--- config.mk ---
export PLATFORM = sky130hd
export DESIGN_NAME = pipe_stall_ctrl
export DESIGN_NICKNAME = d
export VERILOG_FILES = /design/src/rtl/pipe_ctrl_pkg.sv /design/src/rtl/pipe_stall_ctrl_mdu_seq.sv /design/src/rtl/pipe_stall_ctrl.sv
export SDC_FILE = /design/constraint.sdc
export NUM_CORES = 1
export LEC_CHECK = 0
export ABC_CLOCK_PERIOD_IN_PS = 2450
export BUFFER_PORTS_ARGS = -buffer_cell sky130_fd_sc_hd__buf_4
export CORE_MARGIN = 8
export CORE_UTILIZATION = 36
export CTS_CLUSTER_SIZE = 10
export DETAILED_ROUTE_END_ITERATION = 6
export GPL_TIMING_DRIVEN = 0
export HOLD_SLACK_MARGIN = 0.15
export PLACE_DENSITY = 0.79
export SYNTH_ARGS = -nofsm -noshare
export SYNTH_HDL_FRONTEND = slang
export SYNTH_SLANG_ARGS = --single-unit
export TNS_END_PERCENT = 30
--- constraint.sdc ---
create_clock -name CLK -period 2.45 [get_ports CLK]
set_input_delay 0.735 -clock CLK [delete_from_list [all_inputs] [get_ports CLK]]
set_output_delay 0.735 -clock CLK [all_outputs]
set_load 0.01 [all_outputs]
--- src/rtl/pipe_ctrl_pkg.sv ---
// Shared definitions for the pipeline stall/flush controller: stage indices,
// stall masks and the MDU sequencer state type.
package pipe_ctrl_pkg;

  localparam int NUM_STAGES = 6;

  localparam int STG_PC  = 0;
  localparam int STG_IF  = 1;
  localparam int STG_ID  = 2;
  localparam int STG_EX  = 3;
  localparam int STG_MEM = 4;
  localparam int STG_WB  = 5;

  localparam logic STOP     = 1'b1;
  localparam logic NOT_STOP = 1'b0;

  typedef logic [NUM_STAGES-1:0] stall_vec_t;

  // A request from stage k holds stage k and everything upstream of it.
  localparam stall_vec_t STALL_NONE     = 6'b000000;
  localparam stall_vec_t STALL_MASK_IF  = 6'b000011;
  localparam stall_vec_t STALL_MASK_ID  = 6'b000111;
  localparam stall_vec_t STALL_MASK_EX  = 6'b001111;
  localparam stall_vec_t STALL_MASK_MEM = 6'b011111;

  typedef enum logic [1:0] {
    MDU_IDLE   = 2'd0,
    MDU_BUSY_S = 2'd1,
    MDU_DONE_S = 2'd2
  } mdu_state_t;

endpackage

--- src/rtl/pipe_stall_ctrl_mdu_seq.sv ---
// Multi-cycle MULT/DIV sequencer: holds EX for the op's fixed latency,
// freezes while MEM is stalled, and pulses done when the result is ready.
module mdu_seq
  import pipe_ctrl_pkg::*;
#(
  parameter int DIV_CYCLES = 32,
  parameter int MUL_CYCLES = 2
) (
  input  logic clk,
  input  logic rst,
  input  logic start,
  input  logic is_div,
  input  logic abort,
  input  logic mem_stall,
  output logic hold,
  output logic busy,
  output logic done
);

  localparam int CNT_W = $clog2(DIV_CYCLES + 1);
  // The start cycle and the final BUSY cycle are not counted down.
  localparam logic [CNT_W-1:0] DIV_LOAD = CNT_W'(DIV_CYCLES - 2);
  localparam logic [CNT_W-1:0] MUL_LOAD = CNT_W'(MUL_CYCLES - 2);

  mdu_state_t       state_reg, state_next;
  logic [CNT_W-1:0] cnt_reg, cnt_next;

  always_ff @(posedge clk or posedge rst) begin
    if (rst) begin
      state_reg <= MDU_IDLE;
      cnt_reg   <= '0;
    end else begin
      state_reg <= state_next;
      cnt_reg   <= cnt_next;
    end
  end

  always_comb begin
    state_next = state_reg;
    cnt_next   = cnt_reg;
    hold       = 1'b0;
    busy       = 1'b0;
    done       = 1'b0;
    case (state_reg)
      MDU_IDLE: begin
        if (start && !abort) begin
          state_next = MDU_BUSY_S;
          cnt_next   = is_div ? DIV_LOAD : MUL_LOAD;
          hold       = 1'b1;
        end
      end
      MDU_BUSY_S: begin
        hold = 1'b1;
        busy = 1'b1;
        if (!mem_stall) begin
          if (cnt_reg == '0) begin
            state_next = MDU_DONE_S;
          end else begin
            cnt_next = cnt_reg - 1'b1;
          end
        end
      end
      MDU_DONE_S: begin
        done = !abort;
        if (!mem_stall) begin
          state_next = MDU_IDLE;
        end
      end
      default: begin
        state_next = MDU_IDLE;
        cnt_next   = '0;
      end
    endcase
    // An exception kills the op in flight; its result is never delivered.
    if (abort) begin
      state_next = MDU_IDLE;
      cnt_next   = '0;
    end
  end

endmodule

--- src/rtl/pipe_stall_ctrl.sv ---
// Central stall/flush controller for the 6-stage pipeline: merges per-stage
// stall requests and the MDU hold into one STALL vector, and drives flush/redirect.
module pipe_stall_ctrl
  import pipe_ctrl_pkg::*;
#(
  parameter int DIV_CYCLES = 32,
  parameter int MUL_CYCLES = 2
) (
  input  logic        CLK,
  input  logic        RST,
  input  logic        STALLREQ_IF,
  input  logic        STALLREQ_ID,
  input  logic        STALLREQ_EX,
  input  logic        STALLREQ_MEM,
  input  logic        MDU_START,
  input  logic        MDU_IS_DIV,
  input  logic        EXC_VALID,
  input  logic [31:0] EXC_PC,
  output logic [5:0]  STALL,
  output logic        FLUSH,
  output logic [31:0] NEW_PC,
  output logic        MDU_BUSY,
  output logic        MDU_DONE
);

  logic       mdu_hold;
  logic       mdu_busy;
  logic       mdu_done;
  stall_vec_t stall_req;

  mdu_seq #(
    .DIV_CYCLES(DIV_CYCLES),
    .MUL_CYCLES(MUL_CYCLES)
  ) u_mdu_seq (
    .clk       (CLK),
    .rst       (RST),
    .start     (MDU_START),
    .is_div    (MDU_IS_DIV),
    .abort     (EXC_VALID),
    .mem_stall (STALLREQ_MEM),
    .hold      (mdu_hold),
    .busy      (mdu_busy),
    .done      (mdu_done)
  );

  // Deepest requester wins; its mask already covers every upstream stage.
  always_comb begin
    stall_req = STALL_NONE;
    if (STALLREQ_MEM) begin
      stall_req = STALL_MASK_MEM;
    end else if (STALLREQ_EX || mdu_hold) begin
      stall_req = STALL_MASK_EX;
    end else if (STALLREQ_ID) begin
      stall_req = STALL_MASK_ID;
    end else if (STALLREQ_IF) begin
      stall_req = STALL_MASK_IF;
    end
  end

  // Reset forces every output to its idle value even while requests are live;
  // a flush clears the pipe so nothing needs to be held in that cycle.
  always_comb begin
    STALL    = STALL_NONE;
    FLUSH    = 1'b0;
    NEW_PC   = '0;
    MDU_BUSY = 1'b0;
    MDU_DONE = 1'b0;
    if (!RST) begin
      FLUSH    = EXC_VALID;
      NEW_PC   = EXC_VALID ? EXC_PC : 32'h0;
      STALL    = EXC_VALID ? STALL_NONE : stall_req;
      MDU_BUSY = mdu_busy;
      MDU_DONE = mdu_done;
    end
  end

endmodule
# Yosys cells after proc, flatten, opt, wreduce, memory -nomap -nowiden
# Cells that the tools add are included.
[word_totals] register_bits=8 latchBits=0 ram_bits=0 mem_bits_ro=0 out_inout_bits=41 memories=0
[op_classes] n_addsub=1 n_mul=0 n_div=0 order_cmp=0 eq_ne=8 shifts=0 mux=27 bitwise=0 n_reduce_logical=7
[op_table] cell="32-bit two-way mux" n=2
[op_table] cell="6-bit two-way mux" n=6
[op_table] cell="6-bit case mux with 3 select lines" n=1
[op_table] cell="2-bit two-way mux" n=6
[op_table] cell="5-bit two-way mux" n=2
[op_table] cell="3-bit != test (second input constant)" n=3
[op_table] cell="4-bit AND reduction" n=2
[op_table] cell="6-bit zero test" n=1
[op_table] cell="1-bit two-way mux" n=6
[op_table] cell="3-bit by 2-bit != test with 1-bit output (second input constant)" n=2
[op_table] cell="2-bit case mux with 3 select lines" n=1
[op_table] cell="6-bit by 1-bit subtractor with 6-bit output (second input constant)" n=1
[op_table] cell="4-bit two-way mux" n=1
[op_table] cell="3-bit two-way mux" n=1
[op_table] cell="2-bit by 1-bit == test with 1-bit output (second input constant)" n=1
[op_table] cell="2-bit == test (second input constant)" n=1
[op_table] cell="2-bit zero test" n=1
[op_table] cell="2-bit != test (second input constant)" n=1
[op_table] cell="1-bit case mux with 2 select lines" n=1
[op_table] cell="1-bit logical AND" n=1
[op_table] cell="1-bit zero test" n=1
[op_table] cell="1-bit logical OR" n=1

# Logic depth before layout (Yosys ltp)
# Gate-level depths: netlist of run 1.
[depth] word_depth=9 mapped_depth=6 ltp_nobuf=6

# Modules after synthesis
# From an unflattened synthesis of run 1, not the netlist that was laid out.
[unflattened] hier_cells=120 hier_area_um2=942.2
[modules_own_cells] module="mdu_seq" instances=1 cells_each=72 area_each_um2=606.8 seq_area_each_um2=200.2
[modules_own_cells] module="pipe_stall_ctrl" instances=1 cells_each=48 area_each_um2=335.3 seq_area_each_um2=0.0

# Worst setup path after synthesis of run 1
# No wires, ideal clock.
[synth_path] kind="in2out" startpoint="in EXC_VALID" endpoint="out STALL[1]" arrival_time_ps=1922 t_required_ps=1715 slack_ps=-207 stages=6 path_buffers=2 path_cell_list="clkbuf_1 nand2b_1 a21oi_1 nor4_1 a211oi_1 buf_4"
[synth_via] elab_chain_len=9
[synth_lines] item="start, declared" line_no="pipe_stall_ctrl.sv:17" source="input logic EXC_VALID,"
[synth_lines] item="1-bit zero test" line_no="pipe_stall_ctrl_mdu_seq.sv:46" source="if (start && !abort) begin"
[synth_lines] item="1-bit logical AND" line_no="pipe_stall_ctrl_mdu_seq.sv:46"
[synth_lines] item="1-bit two-way mux" line_no="pipe_stall_ctrl_mdu_seq.sv:46"
[synth_lines] item="1-bit case mux with 2 select lines" line_no="pipe_stall_ctrl_mdu_seq.sv:44" source="case (state_reg)"
[synth_lines] item="1-bit logical OR" line_no="pipe_stall_ctrl.sv:51" source="end else if (STALLREQ_EX || mdu_hold) begin"
[synth_lines] item="4-bit two-way mux" line_no="pipe_stall_ctrl.sv:51"
[synth_lines] item="5-bit two-way mux" line_no="pipe_stall_ctrl.sv:49" source="if (STALLREQ_MEM) begin"
[synth_lines] item="6-bit two-way mux (*)" line_no="pipe_stall_ctrl.sv:71" source="STALL = EXC_VALID ? STALL_NONE : stall_req;"
[synth_lines] item="6-bit two-way mux (*)" line_no="pipe_stall_ctrl.sv:68" source="if (!RST) begin"
[synth_lines] item="end, declared" line_no="pipe_stall_ctrl.sv:19" source="output logic [5:0] STALL,"
# Every way passes the cells marked *; elsewhere a longest branch is shown, timed or not.

# Final worst setup path of run 1
# Same ends and word-level chain as after synthesis.

==> results of run 1 <==
-- per-layer routing --
layer | wire [µm] | vias up | part of all wire
met5 | 0 | - | 0
met4 | 49 | 0 | 0.013
met2 | 2230 | 57 | 0.57
met1 | 1300 | 546 | 0.33
met3 | 320 | 4 | 0.082
li1 | - | 569 | -
-- cell families (layout without fill, tap and decap cells) --
group / after synthesis / count (layout) / synth area share
AO/OA/AOI/OAI: 25 / 25 / 0.208
adder cells (fa/ha/maj): 2 / 2 / 0.0291
buffers and inverters: 16 / 102 / 0.0814
flip-flops: 8 / 8 / 0.233
other: 1 / 1 / 0.00436
AND/OR/NAND/NOR: 63 / 63 / 0.445
-- path summary, 6_finish.rpt --
path	startpoint	endpoint
worst max register to register	u_mdu_seq.cnt_reg[0]	u_mdu_seq.cnt_reg[4]
worst min register to register	u_mdu_seq.cnt_reg[5]	u_mdu_seq.cnt_reg[5]
worst min-delay path	RST	u_mdu_seq.state_reg[1]
worst max-delay path	EXC_VALID	STALL[1]
max in group asynchronous	RST	u_mdu_seq.cnt_reg[2]
min in group CLK	u_mdu_seq.cnt_reg[5]	u_mdu_seq.cnt_reg[5]
-- worst max-delay path, cell delays in order --
cell and delay, ns:
clkbuf_16 0.13, nand2b_4 0.14, a21oi_4 0.18, nor4_4 0.06, a211oi_2 0.27, buf_4 0.15
buf_6 0.09
-- placed cells by master (no fill, tap or decap), types with 2 or more instances in the layout --
cell type	count
nor3_1	5
a211oi_1	2
clkbuf_2	2
buf_4	84
dfrtp_1	8
clkbuf_4	3
inv_1	6
a211oi_2	2
a21oi_1	8
nand3_1	4
nand2b_4	2
buf_2	2
and2_1	32
clkbuf_1	2
o21a_1	2
nand2_1	2
ha_1	2
nor4_1	2
nor2_1	5
or4_1	2
-- stage by stage --
step	instances	power [W]	util	hold slack [ns]	worst slack [ns]
finish	229	0.000577	0.724	0.487	-0.0459
global route	229	0.000623	0.724	0.502	-0.106
CTS	229	0.000578	0.719	0.485	-0.0383
detailed placement	221	0.000457	0.671	0.589	-0.0983
global placement	221	0.000447	0.671	0.571	-0.0491
floorplan	115	0.000332	-	0.528	0.0161
-- power by group through the flow --
stage               Combinational [W]  Sequential (W)  Clock (W)
CTS                          0.000301        0.000173   0.000104
global route                 0.000330        0.000176   0.000117
floorplan                    0.000163        0.000169          0
global placement             0.000274        0.000173          0
detailed placement           0.000282        0.000175          0
finish                       0.000302        0.000174   0.000101
-- cell type report --
type	instances	area share
inverter	7	0.0163
buffer	9	0.0418
clock buffer	3	0.0139
tap	28	0.0217
sequential	8	0.124
timing repair buffer	83	0.388
multi-input combinational	91	0.395
-- what timing repair did --
item / in CTS / in global routing
hold endpoints to repair: 0 / 0
setup buffers: 5 / 0
gates resized for setup: 8 / 4
pin swaps: 3 / 0
endpoints found under the setup margin: 28 / 32
==> metrics.md, run 1 <==
| Metric | Value |
|---|---|
| Synthesized area | `861 µm²` |
| CTS tree | `done` |
| Initial Util | `0.385` |
| Sw frac | `0.368` |
| Final slew viol count | `0` |
| Final Cell Area | `0.00162 mm²` |
| GRT busiest layer | `met2` |
| Layout fillers | `192` |
| FF/Latch Area | `200 µm²` |
| GPL Wtd Cong | `0.872` |
| Pwr/cell area | `357 mW/mm²` |
| VDD IR max | `0.354 mV` |
| Final hold vios | `0` |
| Area share of the largest cell type after synthesis | `0.233` |
| Period utilization | `1.02` |
| Clock power share | `0.174` |
| Ys flop type | `dfrtp_1` |
| DRT iter0 DRCs | `59` |
| Sequential power share | `0.302` |
| Hold buffers post-CTS | `0` |
| # diodes | `0` |
| Most common cell in the synthesized netlist | `and2_1` |
| CORE AREA | `0.00223 mm²` |
| Internal power | `0.000365 W` |
| Post-Synthesis Cells | `115` |
| Power share of the combinational group | `0.524` |
| Area contributors post-synth | `and2_1 23%, dfrtp_1 23%, a21oi_1 5.2%, ha_1 2.9%, nor3_1 2.9%` |
| Number of global-route vias before repair | `1227` |
| Grt met1 use | `0.171` |
| Mapped Avg Cell Area | `7.49 µm²` |
| Kind of critical path | `input pin to output port` |
| Worst-path clk slew | `0.05 ns` |
| Finish-stage setup viols | `1` |
| CP Capture Type | `output port` |
| Placed Area | `0.00150 mm²` |
| Number of port buffers | `78` |
| Switch Pwr | `0.000213 W` |
| Setup crit start kind | `input pin` |
| Worst Skew | `0.00664 ns` |
| Layout area overhead | `87.8%` |
| Seq/Total Area, Yosys | `0.233` |
| Pleak | `0.825 nW` |
| Unique masters post-synth | `37` |
| Die ar. | `0.00421 mm²` |
| Insertion delay to the later sink of the worst-skew pair | `0.26 ns` |
| Failing checks | `setup timing` |
| GRT met3 Usage | `0.0687` |
| Post-synth EDFFs | `0` |
| Outcome | `finished, violations left` |
| R2R depth | `6` |
| Required time of the critical path | `1.71 ns` |
| Hold Path Class | `input pin to async pin` |
| DRC violations left | `0` |
| Routed WL | `3900 µm` |
| Worst EP arrival | `1.76 ns` |
| Global-route wire length before repair | `6040 µm` |
| GRT Util Overall | `0.181` |
| Share of cells above drive strength 1 | `0.512` |
| RSZ-0062 raised after global routing | `yes` |
| Crit-path max FO | `4` |
| R2R Setup Slk | `0.47 ns` |
| Synth cell count leaders | `32 x and2_1, 9 x a21oi_1, 8 x dfrtp_1, 6 x inv_1, 6 x nor2_1` |
| Vias per cell | `5.14` |
| M2 GR Usage | `0.353` |
| PnR worst setup slack | `-0.0459 ns` |
| Wire length per cell | `17.0 µm` |
| Final net count | `246` |
| Fmax | `401 MHz` |
| Total grt overflow | `0` |
| Seq cells post-synth | `8` |
| Initial antenna violation count | `0` |
| Max reg flops | `6` |
| Max_slew headroom | `0.546` |
| Max clock buf depth | `2` |
| Worst slew pin tran | `0.674 ns` |
| DIE HEIGHT | `64.9 µm` |
| Initial DRT Pass Iterations | `4` |
| Syn Nets | `158` |
| DRT antenna net count | `0` |
| Synth Warn # | `0` |
| Total of max-cap violations | `0` |
| H-Tree Depth | `1` |
| Routed vias | `1176` |
| DP HPWL | `3290 µm` |
| Synth async-reset ratio | `1.00` |
| Synth area leader | `and2_1` |
| Largest net degree at the start of global routing | `11` |
| Chip width | `64.9 µm` |
| Root buffer cell | `clkbuf_4` |
| I/O pins | `82` |
| # rows | `17` |
| Setup TNS | `-0.0459 ns` |
| Cts bufs inserted | `3` |
| Final worst path period need | `2.50 ns` |
| Sink Count | `8` |
| Footprint of the multi-input gates | `638 µm²` |
Power figures use the tool's default switching activity.
==> inputs of run 2 (changes only) <==
Settings changed: ABC_AREA set to 1, CORE_UTILIZATION 36 to 38, PLACE_DENSITY 0.79 to 0.8.
==> run 2 against run 1 <==
Net effect: the run now ends clean; critical path depth is 3 higher; sequential share of layout area up 0.11 points; clock-buffer cell count unchanged; final cell count increased by 27%; synthesized cell count increased by 56%; combinational power rose by 19%; clock skew down 0.0018 ns; worst setup slack gained 0.13 ns; clock power shrank 7%; sequential cell count did not move; wire length down 6.7%; die area up 2.8%; critical endpoint unchanged.
==> metrics.md, run 2 <==
| Metric | Value |
|---|---|
| PnR worst setup slack | `0.0867 ns` |
| Most common cell in the synthesized netlist | `nand2_1` |
| Slowest CP cell | `buf_4` |
| Final slew viol count | `0` |
| Synthesized area | `942 µm²` |
| Total grt overflow | `0` |
| Sink Count | `8` |
| Ys flop type | `dfrtp_1` |
| CORE AREA | `0.00241 mm²` |
| Worst-path clk slew | `0.05 ns` |
| Seq/Total Area, Yosys | `0.212` |
| RR Endpoint | `u_mdu_seq.cnt_reg[2]` |
| CP bufs+invs | `4` |
| Hold path depth | `2` |
| Worst slack at placement | `-0.0306 ns` |
| Unique masters post-synth | `20` |
| Overall power | `0.000639 W` |
| Setup repair bufs after CTS | `0` |
| Synth area leader | `nand2_1` |
| Global-route wire length before repair | `5610 µm` |
| Root buffer cell | `clkbuf_4` |
| # diodes | `0` |
| Post-synth EDFFs | `0` |
| FF/Latch Area | `200 µm²` |
| Final Cell Area | `0.00160 mm²` |
| Max reg flops | `6` |
| GRT Util Overall | `0.162` |
| CP Depth | `10` |
| DRC violations left | `0` |
| Wire length per cell | `12.6 µm` |
| Kind of critical path | `input pin to output port` |
| Largest net degree at the start of global routing | `11` |
| Most common cell after layout, fill and taps aside | `buf_4` |
| Share of cells above drive strength 1 | `0.373` |
| Routed vias | `1268` |
| Die ar. | `0.00433 mm²` |
| DRT antenna net count | `0` |
| Outcome | `complete, no violations` |
| Initial DRT Pass Iterations | `4` |
| Worst stage delay on the critical path | `0.13 ns` |
| Worst EP arrival | `1.63 ns` |
| Footprint of the multi-input gates | `634 µm²` |
| Setup TNS | `0 ns` |
| Final worst path period need | `2.36 ns` |
| Layout area overhead | `70.1%` |
| CP Cell Sequence | `buf_8, inv_4, nand3_2, nand3b_1, nor2_2, nand2_1, nand2_1, nand2_1, buf_4, buf_4` |
| Syn Nets | `222` |
| Chip width | `65.8 µm` |
| VDD IR max | `0.379 mV` |
| DIE HEIGHT | `65.8 µm` |
| Worst Skew | `0.00481 ns` |
| DRT iter0 DRCs | `69` |
| Mapped Avg Cell Area | `5.26 µm²` |
| Period utilization | `0.965` |
| Number of global-route vias before repair | `1195` |
| Worst path top cell family by delay | `simple AND/OR/NAND/NOR gates` |
| Seq cells post-synth | `8` |
| Worst r2r src | `u_mdu_seq.cnt_reg[0]` |
| R2R Setup Slk | `1.06 ns` |
| Area contributors post-synth | `nand2_1 27%, dfrtp_1 21%, nor2_1 20%, nand3_1 6.4%, inv_1 5.2%` |
| Most frequent cells in the layout | `80 x buf_4, 69 x nand2_1, 48 x nor2_1` |
| Pleak | `0.956 nW` |
| Synth cell count leaders | `69 x nand2_1, 49 x nor2_1, 13 x inv_1, 12 x nand3_1, 8 x dfrtp_1` |
| Number of port buffers | `78` |
| Initial antenna violation count | `0` |
| Vias per cell | `4.37` |
| CP Capture Type | `output port` |
| Worst Hold End | `u_mdu_seq.cnt_reg[0]` |
| Synth async-reset ratio | `1.00` |
| R2R depth | `8` |
| Insertion delay to the later sink of the worst-skew pair | `0.24 ns` |
| Hold Path Class | `flop to flop` |
| Total of max-cap violations | `0` |
| Finish-stage setup viols | `0` |
| # rows | `18` |
| I/O pins | `82` |
| Layout fillers | `234` |
| CTS tree | `done` |
| Final net count | `305` |
| Setup crit start kind | `input pin` |
| Synth Warn # | `0` |
| RSZ-0062 raised after global routing | `no` |
| Fmax | `423 MHz` |
| Final hold vios | `0` |
| Hold buffers post-CTS | `0` |
| Routed WL | `3640 µm` |
| H-Tree Depth | `1` |
| DP HPWL | `3190 µm` |
| Max clock buf depth | `2` |
| Hold Path Origin | `u_mdu_seq.cnt_reg[0]` |
| Cts bufs inserted | `3` |
| Required time of the critical path | `1.71 ns` |
| Crit-path most repeated cell | `nand2_1` |
| Area share of the largest cell type after synthesis | `0.275` |
| Initial Util | `0.391` |
| Pwr/cell area | `398 mW/mm²` |
| Placed Area | `0.00157 mm²` |
| GPL Wtd Cong | `0.926` |
| Worst hold margin | `0.496 ns` |
| Post-Synthesis Cells | `179` |
| Crit-path max FO | `9` |
==> run 2: cell types whose count changed after synthesis, sizes merged, moves of 3 or more <==
| cell | change |
|---|---|
| inv | +9 |
| nand2 | +69 |
| buf | +3 |
| a21oi | -8 |
| nor4 | -3 |
| a211oi | -4 |
| and2 | -32 |
| nor2 | +46 |
| nand2b | -3 |
| nand3 | +10 |
| nor3 | -5 |
==> run 2: cell families after synthesis <==
logic type / after synthesis / synth area share
flip-flops: 8 / 0.212
adder cells (fa/ha/maj): 2 / 0.0266
buffers and inverters: 26 / 0.122
other: 1 / 0.00398
AND/OR/NAND/NOR: 139 / 0.619
AO/OA/AOI/OAI: 3 / 0.0159
==> run 2: per-stage QoR <==
| step | instances | utilization |
|---|---|---|
| floorplan | 179 | - |
| finish | 290 | 0.665 |
| global route | 290 | 0.665 |
| CTS | 290 | 0.662 |
| detailed placement | 287 | 0.650 |
| global placement | 287 | 0.650 |
==> run 2: timing repair <==
| item | 4_1_cts | 5_1_grt |
|---|---|---|
| setup endpoints to repair | 1 | 1 |
| resized for setup | 2 | 2 |
| pin swaps | 1 | 1 |
==> run 2: worst max path at each step <==
| stage | to | start |
|---|---|---|
| floorplan | STALL[1] | EXC_VALID |
| global placement | STALL[1] | EXC_VALID |
| detailed placement | STALL[1] | EXC_VALID |
| CTS | STALL[1] | EXC_VALID |
| global route | STALL[1] | EXC_VALID |
| finish | STALL[1] | EXC_VALID |
==> run 2: worst min-delay path: stages, from the launching register on <==
cell and delay [ns]:
dfrtp_1 0.34, nand2_1 0.05, nand2_1 0.06
==> run 2: report_power, final <==
group           total, W  internal (W)  switching (W)
registers       0.000185      0.000157      0.0000280
clock network  0.0000937     0.0000556      0.0000381
logic           0.000360      0.000158       0.000203
total           0.000639      0.000370       0.000269
==> run 2: layout make-up <==
| type | count | area share |
|---|---|---|
| inverters | 16 | 0.0406 |
| multi-input cells | 145 | 0.396 |
| flip-flops and latches | 8 | 0.125 |
| clock buffers | 3 | 0.0141 |
| plain buffers | 10 | 0.0359 |
| well taps | 30 | 0.0234 |
| repair buffers | 78 | 0.365 |
==> run 2: metal layers <==
| metal | track usage | vias up | share of wire |
|---|---|---|---|
| met2 | 0.270 | 33 | 0.52 |
| met4 | 0.0436 | 0 | 0.012 |
| met3 | 0.0593 | 4 | 0.068 |
| met5 | 0 | - | 0 |
| met1 | 0.190 | 535 | 0.40 |
| li1 | - | 696 | - |
==> inputs of run 3 (changes only) <==
Settings changed: CORE_ASPECT_RATIO set to 0.7, SLEW_MARGIN set to 20.
==> run 3 against run 2 <==
Net effect: power grew 0.92%; highest routed layer unchanged; design area up 1.1%; worst setup slack got worse by 0.014 ns; clock power is 0.6% lower; clock skew down 0.0011 ns; critical path type unchanged; final cell count rose by 1.4%; largest power group unchanged; critical endpoint unchanged; sequential share of layout area decreased by 0.13 points; worst hold slack better by 0.021 ns; critical path depth did not move.
==> metrics.md, run 3 (synthesis results as in run 2) <==
| Metric | Value |
|---|---|
| Outcome | `complete, no violations` |
| Wire length per cell | `12.3 µm` |
| Setup repair bufs after CTS | `0` |
| CTS tree | `done` |
| Worst Skew | `0.00376 ns` |
| DRT iter0 DRCs | `104` |
| Largest net degree at the start of global routing | `11` |
| Max reg flops | `6` |
| # diodes | `0` |
| Slowest CP cell | `nor2_1` |
| PnR worst setup slack | `0.0722 ns` |
| Kind of critical path | `input pin to output port` |
| Initial Util | `0.392` |
| Vias per cell | `4.45` |
| Worst slack at placement | `-0.0371 ns` |
| DRC violations left | `0` |
| Routed WL | `3620 µm` |
| Routed vias | `1309` |
| Share of cells above drive strength 1 | `0.381` |
| Worst stage delay on the critical path | `0.13 ns` |
| Final slew viol count | `0` |
| Hold buffers post-CTS | `0` |
| DIE HEIGHT | `57.7 µm` |
| Insertion delay to the later sink of the worst-skew pair | `0.24 ns` |
| Pwr/cell area | `398 mW/mm²` |
| Root buffer cell | `clkbuf_4` |
| Worst-path clk slew | `0.05 ns` |
| # rows | `15` |
| Required time of the critical path | `1.71 ns` |
| CP Cell Sequence | `buf_12, inv_6, nand3_2, nand3b_1, nor2_1, nand2_1, nand2_2, nand2_2, buf_4, buf_4` |
| Setup crit start kind | `input pin` |
| Final worst path period need | `2.38 ns` |
| Final net count | `305` |
| Total grt overflow | `0` |
| Initial antenna violation count | `0` |
| Worst path top cell family by delay | `simple AND/OR/NAND/NOR gates` |
| Worst EP arrival | `1.64 ns` |
| Placed Area | `0.00157 mm²` |
| Finish-stage setup viols | `0` |
| Fmax | `421 MHz` |
| Most frequent cells in the layout | `80 x buf_4, 67 x nand2_1, 48 x nor2_1` |
| Final core occ | `0.674` |
| Final Cell Area | `0.00162 mm²` |
| Number of global-route vias before repair | `1162` |
| Cts bufs inserted | `3` |
| Crit-path max FO | `9` |
| GRT Util Overall | `0.152` |
| Max clock buf depth | `2` |
| DP HPWL | `3080 µm` |
| Total of max-cap violations | `0` |
| Initial DRT Pass Iterations | `4` |
| Pleak | `0.958 nW` |
| Number of port buffers | `78` |
| Period utilization | `0.971` |
| Die ar. | `0.00435 mm²` |
| Hold Path Class | `flop to flop` |
| GPL Wtd Cong | `0.859` |
| Final hold vios | `0` |
| Sink Count | `8` |
| H-Tree Depth | `1` |
| DRT antenna net count | `0` |
| VDD IR max | `0.322 mV` |
| Most common cell after layout, fill and taps aside | `buf_4` |
| CP bufs+invs | `4` |
| Chip width | `75.5 µm` |
| I/O pins | `82` |
| Layout area overhead | `72.0%` |
| Global-route wire length before repair | `5240 µm` |
| CORE AREA | `0.00240 mm²` |
| CP Capture Type | `output port` |
-- run 3: cell counts in the layout (fill, tap and decap cells not counted) --
Identical to the previous run, type by type.
-- run 3: tightest hold or removal path: cells and delay by family (launching register included) --
kind	cells	cell delay (ns)
DFF	1	0.35
and+or+nand+nor	2	0.13
-- run 3: timing repair --
action | 4_1_cts | 5_1_grt
pin swaps | 1 | 2
hold endpoints to repair | 0 | 0
resized for setup | 2 | 6
setup endpoints to repair | 1 | 1
-- run 3: power breakdown --
group	switching, W	total, W	internal (W)
combinational	0.000204	0.000363	0.000159
sequential	0.0000313	0.000188	0.000157
clock	0.0000375	0.0000931	0.0000556
-- run 3: worst paths after layout --
check                                          to                 start  cells past startpoint  slack [ns]
max                                      STALL[1]             EXC_VALID                     10        0.07
min                          u_mdu_seq.cnt_reg[0]  u_mdu_seq.cnt_reg[0]                      2        0.52
max reg2reg                  u_mdu_seq.cnt_reg[0]  u_mdu_seq.cnt_reg[0]                      8        1.06
min reg2reg                  u_mdu_seq.cnt_reg[0]  u_mdu_seq.cnt_reg[0]                      2        0.52
max in group asynchronous    u_mdu_seq.cnt_reg[5]                   RST                      3        1.46
min in group asynchronous  u_mdu_seq.state_reg[1]                   RST                      3        0.77
-- run 3: layer usage --
layer | track usage | up-vias | part of all wire
li1 | - | 701 | -
met1 | 0.191 | 567 | 0.43
met2 | 0.239 | 39 | 0.48
met3 | 0.0516 | 2 | 0.082
met4 | 0.0409 | 0 | 0.0041
met5 | 0 | - | 0
-- run 3: layout make-up --
cell class / count / area [µm²]
well taps: 34 / 42.5
flip-flops and latches: 8 / 200
repair buffers: 78 / 586
clock buffers: 3 / 22.5
plain buffers: 10 / 62.6
multi-input cells: 145 / 639
inverters: 16 / 67.6
fillers: 247 / 782
-- run 3: metrics by stage --
step | TNS (ns) | power (W) | hold slack [ns] | std cells
final | 0 | 0.000644 | 0.518 | 294
after global routing | -0.00678 | 0.000699 | 0.547 | 294
after CTS | 0 | 0.000643 | 0.512 | 294
after detailed placement | -0.0371 | 0.000545 | 0.502 | 291
after global placement | -0.0294 | 0.000538 | 0.490 | 291
after floorplan | 0 | 0.000405 | 0.449 | 179
